===== src/rtl/irq_pending_ctrl.sv =====
// rtl/irq_pending_ctrl.sv - request capture, masking and one-hot grant hold ahead of the 8-to-3 encoder (edge mode under IRQ_EDGE_DETECT_EN, level mode otherwise)
module irq_pending_ctrl (
    input  logic       clk,
    input  logic       rst_n,
    input  logic [7:0] req,
    input  logic [7:0] mask,
    input  logic       ack,
    input  logic       ovr_clr,
    output logic [7:0] grant,
    output logic       grant_vld,
    output logic [7:0] pending,
    output logic [7:0] overrun
);

    typedef enum logic {
        IDLE  = 1'b0,
        GRANT = 1'b1
    } state_t;

    state_t     state;
    state_t     state_nxt;
    logic [7:0] grant_nxt;
    logic       grant_vld_nxt;
    logic [7:0] pending_nxt;
    logic [7:0] overrun_nxt;
    logic [7:0] req_q;
    logic [7:0] eligible;

    // Ascending scan so the highest set bit is the last one written.
    function automatic logic [7:0] top_onehot(input logic [7:0] v);
        logic [7:0] res;
        res = 8'h00;
        for (int i = 0; i < 8; i++) begin
            if (v[i]) begin
                res = 8'h01 << i;
            end
        end
        return res;
    endfunction

    assign eligible = pending & mask;

`ifdef IRQ_EDGE_DETECT_EN
    logic [7:0] evt;
    logic [7:0] ack_clr;
    logic [7:0] ovr_set;

    always_comb begin
        ack_clr     = ((state == GRANT) && ack) ? grant : 8'h00;
        evt         = req & ~req_q;
        ovr_set     = evt & pending & ~ack_clr;
        // A new edge on the bit being acked re-arms it rather than being lost.
        pending_nxt = (pending & ~ack_clr) | evt;
        overrun_nxt = (ovr_clr ? 8'h00 : overrun) | ovr_set;
    end
`else
    logic unused_inputs;

    assign unused_inputs = ^{ovr_clr, req_q};

    always_comb begin
        pending_nxt = req;
        overrun_nxt = 8'h00;
    end
`endif

    always_comb begin
        state_nxt     = state;
        grant_nxt     = grant;
        grant_vld_nxt = grant_vld;
        case (state)
            IDLE: begin
                if (|eligible) begin
                    grant_nxt     = top_onehot(eligible);
                    grant_vld_nxt = 1'b1;
                    state_nxt     = GRANT;
                end
            end
            GRANT: begin
                if (ack) begin
                    grant_nxt     = 8'h00;
                    grant_vld_nxt = 1'b0;
                    state_nxt     = IDLE;
                end
            end
            default: begin
                grant_nxt     = 8'h00;
                grant_vld_nxt = 1'b0;
                state_nxt     = IDLE;
            end
        endcase
    end

    always_ff @(posedge clk or negedge rst_n) begin
        if (!rst_n) begin
            state <= IDLE;
        end else begin
            state <= state_nxt;
        end
    end

    always_ff @(posedge clk or negedge rst_n) begin
        if (!rst_n) begin
            grant     <= 8'h00;
            grant_vld <= 1'b0;
            pending   <= 8'h00;
            overrun   <= 8'h00;
            req_q     <= 8'h00;
        end else begin
            grant     <= grant_nxt;
            grant_vld <= grant_vld_nxt;
            pending   <= pending_nxt;
            overrun   <= overrun_nxt;
            req_q     <= req;
        end
    end

endmodule


===== config.mk =====
export PLATFORM = sky130hd
export DESIGN_NAME = irq_pending_ctrl
export DESIGN_NICKNAME = d
export VERILOG_FILES = /design/src/rtl/irq_pending_ctrl.sv
export SDC_FILE = /design/constraint.sdc
export NUM_CORES = 1
export LEC_CHECK = 0
export CORE_MARGIN = 2
export CORE_UTILIZATION = 39
export DETAILED_ROUTE_END_ITERATION = 10
export PLACE_DENSITY = 0.85
export SLEW_MARGIN = 5
export SYNTH_ARGS = -nofsm -noshare
export SYNTH_HDL_FRONTEND = slang
export SYNTH_SLANG_ARGS = --single-unit
export TNS_END_PERCENT = 1

===== constraint.sdc =====
create_clock -name clk -period 2.3 [get_ports clk]
set_clock_uncertainty 0.15 [all_clocks]
set_input_delay 0.46 -clock clk [delete_from_list [all_inputs] [get_ports clk]]
set_output_delay 0.46 -clock clk [all_outputs]
set_load 0.01 [all_outputs]

Word level (Yosys, flattened, before mapping)
Index checks and enable logic that the tools add are counted.
{"block": "op_classes", "eq_ne": 2, "n_mux": 17, "bitwise_logic": 2, "reduce_logical": 2}
{"op": "8-bit 2-to-1 mux", "n": 9}
{"op": "8-bit case mux with 2 select lines", "n": 1}
{"op": "8-bit bitwise AND", "n": 1}
{"op": "8-bit OR reduction", "n": 1}
{"op": "1-bit 2-to-1 mux", "n": 5}
{"op": "2-bit != test (second input constant)", "n": 2}
{"op": "1-bit case mux with 2 select lines", "n": 2}
{"op": "2-bit AND reduction", "n": 1}
{"op": "1-bit inverter", "n": 1}
{"block": "word_totals", "register_bits": 18, "inputBits": 20, "out_inout_bits": 25, "elab_cells": 27}

Depth between registers and ports, before layout
{"block": "depth", "depth_word": 11, "depth_mapped": 4, "depth_no_buf": 4}

Worst setup path before layout
OpenSTA, ideal clock, no wires.
{"block": "synth_path", "path_kind": "reg-to-reg", "startpoint": "register pending[7]", "endpoint": "register grant[0]", "setup_time_ns": 0.065, "arrival_time_ns": 1.420, "required_ns": 2.085, "setup_slack_ns": 0.665, "path_stages_with_launch": 5, "path_buffers": 0, "period_less_slack_ns": 1.635, "path_cell_list": "dfrtp_1 a222oi_1 nand2_1 nor4_2 o22a_1"}
{"block": "synth_between", "elab_chain_cells": 4, "word_cells_on_any_way": 7, "classes_between": "eq/ne (1); mux (3); bitwise (1); reduce/logical (2)"}
{"item": "start: declaration", "line": "11", "text": "output logic [7:0] pending,"}
{"item": "start signal: assignment", "line": "112", "text": "pending <= pending_nxt;"}
{"item": "8-bit bitwise AND (*)", "line": "41", "text": "assign eligible = pending & mask;"}
{"item": "8-bit OR reduction / 8-bit 2-to-1 mux (equally long branches)", "line": "73, 34"}
{"item": "2-bit != test (no source line) / 8-bit 2-to-1 mux (equally long branches)"}
{"item": "2-bit AND reduction (no source line) / 8-bit case mux with 2 select lines (equally long branches)"}
{"item": "end signal: assignment", "line": "110", "text": "grant <= grant_nxt;"}
{"item": "end: declaration", "line": "9", "text": "output logic [7:0] grant,"}
Every way passes the cells marked *; elsewhere a longest branch is shown, timed or not. The select of a mux whose other input is x is not followed.
A chain may end at the register's enable or synchronous reset.

Final worst setup path
{"block": "layout_path", "startpoint": "input port mask[7]", "endpoint": "register grant[0]"}
{"block": "layout_between", "elab_chain_cells": 4, "word_cells_on_any_way": 7, "classes_between": "eq/ne (1); mux (3); bitwise (1); reduce/logical (2)"}
{"item": "start: declaration", "line": "6", "text": "input logic [7:0] mask,"}
{"item": "8-bit bitwise AND (*)", "line": "41"}
{"item": "8-bit OR reduction / 8-bit 2-to-1 mux (equally long branches)", "line": "73, 34"}
{"item": "2-bit != test (no source line) / 8-bit 2-to-1 mux (equally long branches)"}
{"item": "2-bit AND reduction (no source line) / 8-bit case mux with 2 select lines (equally long branches)"}
Marks and branches as above.

==> impl_metrics.yaml <==
synth:
  yosysWarnings: 0
  synth_edf_count: 0
  synth_area_leaders: "dfrtp_1 57%, buf_4 7.7%, nand2_1 4.8%, a21o_1 2.9%, a222oi_1 2.6%"
  ys_types: 28
  synthCells: 70
  yosys.area.top_type: "dfrtp_1"
  synth_ff_type: "dfrtp_1"
  synth_top_area_share_pct: 57.4
  synth.yosys.seq_area_share_pct: 57.4
  syn_area_per_cell_um2: 11.2
  synth_area_um2: 785
  async_reset_ff_share_pct: 100
  ys_ff_latch: 18
setup_path:
  cp_top_family: "compound AO/OA/AOI/OAI gates"
  cp_num_buf_inv: 1
  crit_slowest_cell: "a222oi_1"
  r2r_start: "pending[7]"
  slowest_delay_ps: 520
  cp.arrival_ps: 2130
  worstSetupPathType: "input port to register"
  startpoint_type: "input port"
  required_ps: 2380
  cp-end-kind: "register"
  worstPathMaxFanout: 5
  crit_path_start: "mask[7]"
  crit_chain: "clkdlybuf4s50_1 -> a222oi_1 -> nand2_1 -> nor4_2 -> o22a_1"
routing:
  route.detailed.drc: 0
  route.vias.total: 679
  drt_wl_total_um: 1620
  ant_nets: 0
  drtIter0Drc: 30
  wl_per_cell_um: 11.9
  drtPass1Iterations: 4
  vias_per_cell: 4.99
finish:
  final_cell_area_um2: 1180
  instances_no_fill: 136
  finish.utilization_pct: 61.5
  final_common_cell: "clkdlybuf4s50_1"
  syn2layout_area_growth_pct: 50.7
  antennaDiodeCount: 0
  nets: 130
  layout_common_cells: "35 x clkdlybuf4s50_1, 18 x dfrtp_1, 10 x nand2_1"
  nFillCells: 165
  drive_above_1_share_pct: 9.17
clock_tree:
  cts_setup_buffers: 0
  postCtsResizedCells: 0
  root_buffer: "clkbuf_4"
  clk_pin_slew_ps: 90
  clk-insertion-delay-late_ps: 290
  htree_levels: 1
  cts.sinks: 18
  clk_path_buf_depth: 2
  postCtsHoldBufs: 0
  tritoncts: "built"
  numCtsBuffers: 3
timing:
  drv_slew: 0
  relSlewSlack_pct: 65.8
  tns_ps: 0
  period_share_pct: 89.1
  rsz0062_at_grt: "false"
  tightest_slew_ps: 514
  setup_viol: 0
  setup_ws_ps: 250
  finalHoldViolCount: 0
  hold_ws_ps: 330
  fmax_ghz: 0.488
  period_needed_ps: 2050
pwr:
  power.switching_mw: 0.161
  power_mw: 0.664
  p_leak_nw: 0.529
  clkPwrFrac_pct: 27.9
  pwr-share-seq_pct: 53.2
  internal_power_mw: 0.503
  power.density_nw_per_um2: 562
  sw_frac_of_total_pct: 24.3
  power_frac_comb_pct: 18.9
  peakVddDrop_mv: 0.412
global_route:
  use_met1_pct: 16.9
  met3_usage_pct: 1.84
  antenna_found_initial: 0
  track_usage_pct: 14.0
  gr-max-usage-layer: "met2"
  grt_pass1_wl_um: 2600
  grt_use_met2_pct: 25.1
  grt-ovfl-total: 0
  grt_max_degree: 19
  grt_pass1_vias: 627
floorplan:
  io_pins: 45
  initial_core_util_pct: 40.8
  dieHeight_um: 48.9
  die_area_um2: 2390
  rows: 16
  coreArea_um2: 1920
  die_w_um: 48.9
run:
  maxCapViolations: 0
outcome:
  status: "finished clean"
placed_design:
  place_ws_ps: -26.6
  dp_cells: 132
  hpwl_um: 1290
  post_dp_cell_area_um2: 1150
  place_congestion: 0.699
  io_buffers: 35
min_path:
  hold_path_class: "input port to async pin"
[cell usage after synthesis (2+ instances only)]
cell       n
a21o_1     3
a21oi_1    2
a222oi_1   2
buf_4      8
dfrtp_1   18
nand2_1   10
nand3_1    3
nor2_1     2
o21ai_0    3
[worst reg2reg max path: cells and delay by family, from the launching register on]
kind	cells	cell delay, ps
simple gates	2	520
compound gates	2	700
flops	1	420
[metal layers]
metal / routed length [um] / part of all wire (%)
met1: 658 / 41
met2: 821 / 51
met3: 117 / 7.2
met4: 21 / 1.3
met5: 0 / 0
[area by class of cell]
cell class                 count  area, um^2  area share, %
clock buffer                   4        36.3           3.07
multi-input combinational     50         297           25.1
tap                           27        33.8           2.86
timing repair buffer          37         365           30.9
sequential                    18         450           38.1
[flip-flops by register name (all words and copies together) (netlist names)]
name	cells
pending	8
state	1
grant	8
grant_vld	1
[power by group through the flow]
stage	clock network (mW)	registers [mW]	logic, mW
2_1_floorplan	0	0.361	0.0509
3_3_place_gp	0	0.358	0.124
3_5_place_dp	0	0.359	0.126
4_1_cts	0.189	0.353	0.127
5_1_grt	0.203	0.356	0.136
6_report	0.185	0.353	0.126
[logic make-up after synthesis]
kind of cell           synth area share, %
AOI/OAI and AO/OA                     16.6
DFF                                   57.4
other                                0.478
buffers and inverters                 8.13
and+or+nand+nor                       17.4
[path summary, 6_finish.rpt]
| kind | end | slack (ps) | cells after the start |
|---|---|---|---|
| worst max register to register | grant[0] | 450 | 4 |
| min in group clk | grant[0] | 350 | 1 |
| worst min-delay path | grant[3] | 330 | 2 |
| worst max-delay path | grant[0] | 250 | 5 |
| worst min register to register | grant[0] | 350 | 1 |
| max in group asynchronous | grant[4] | 1480 | 2 |
Power figures use the tool's default switching activity.
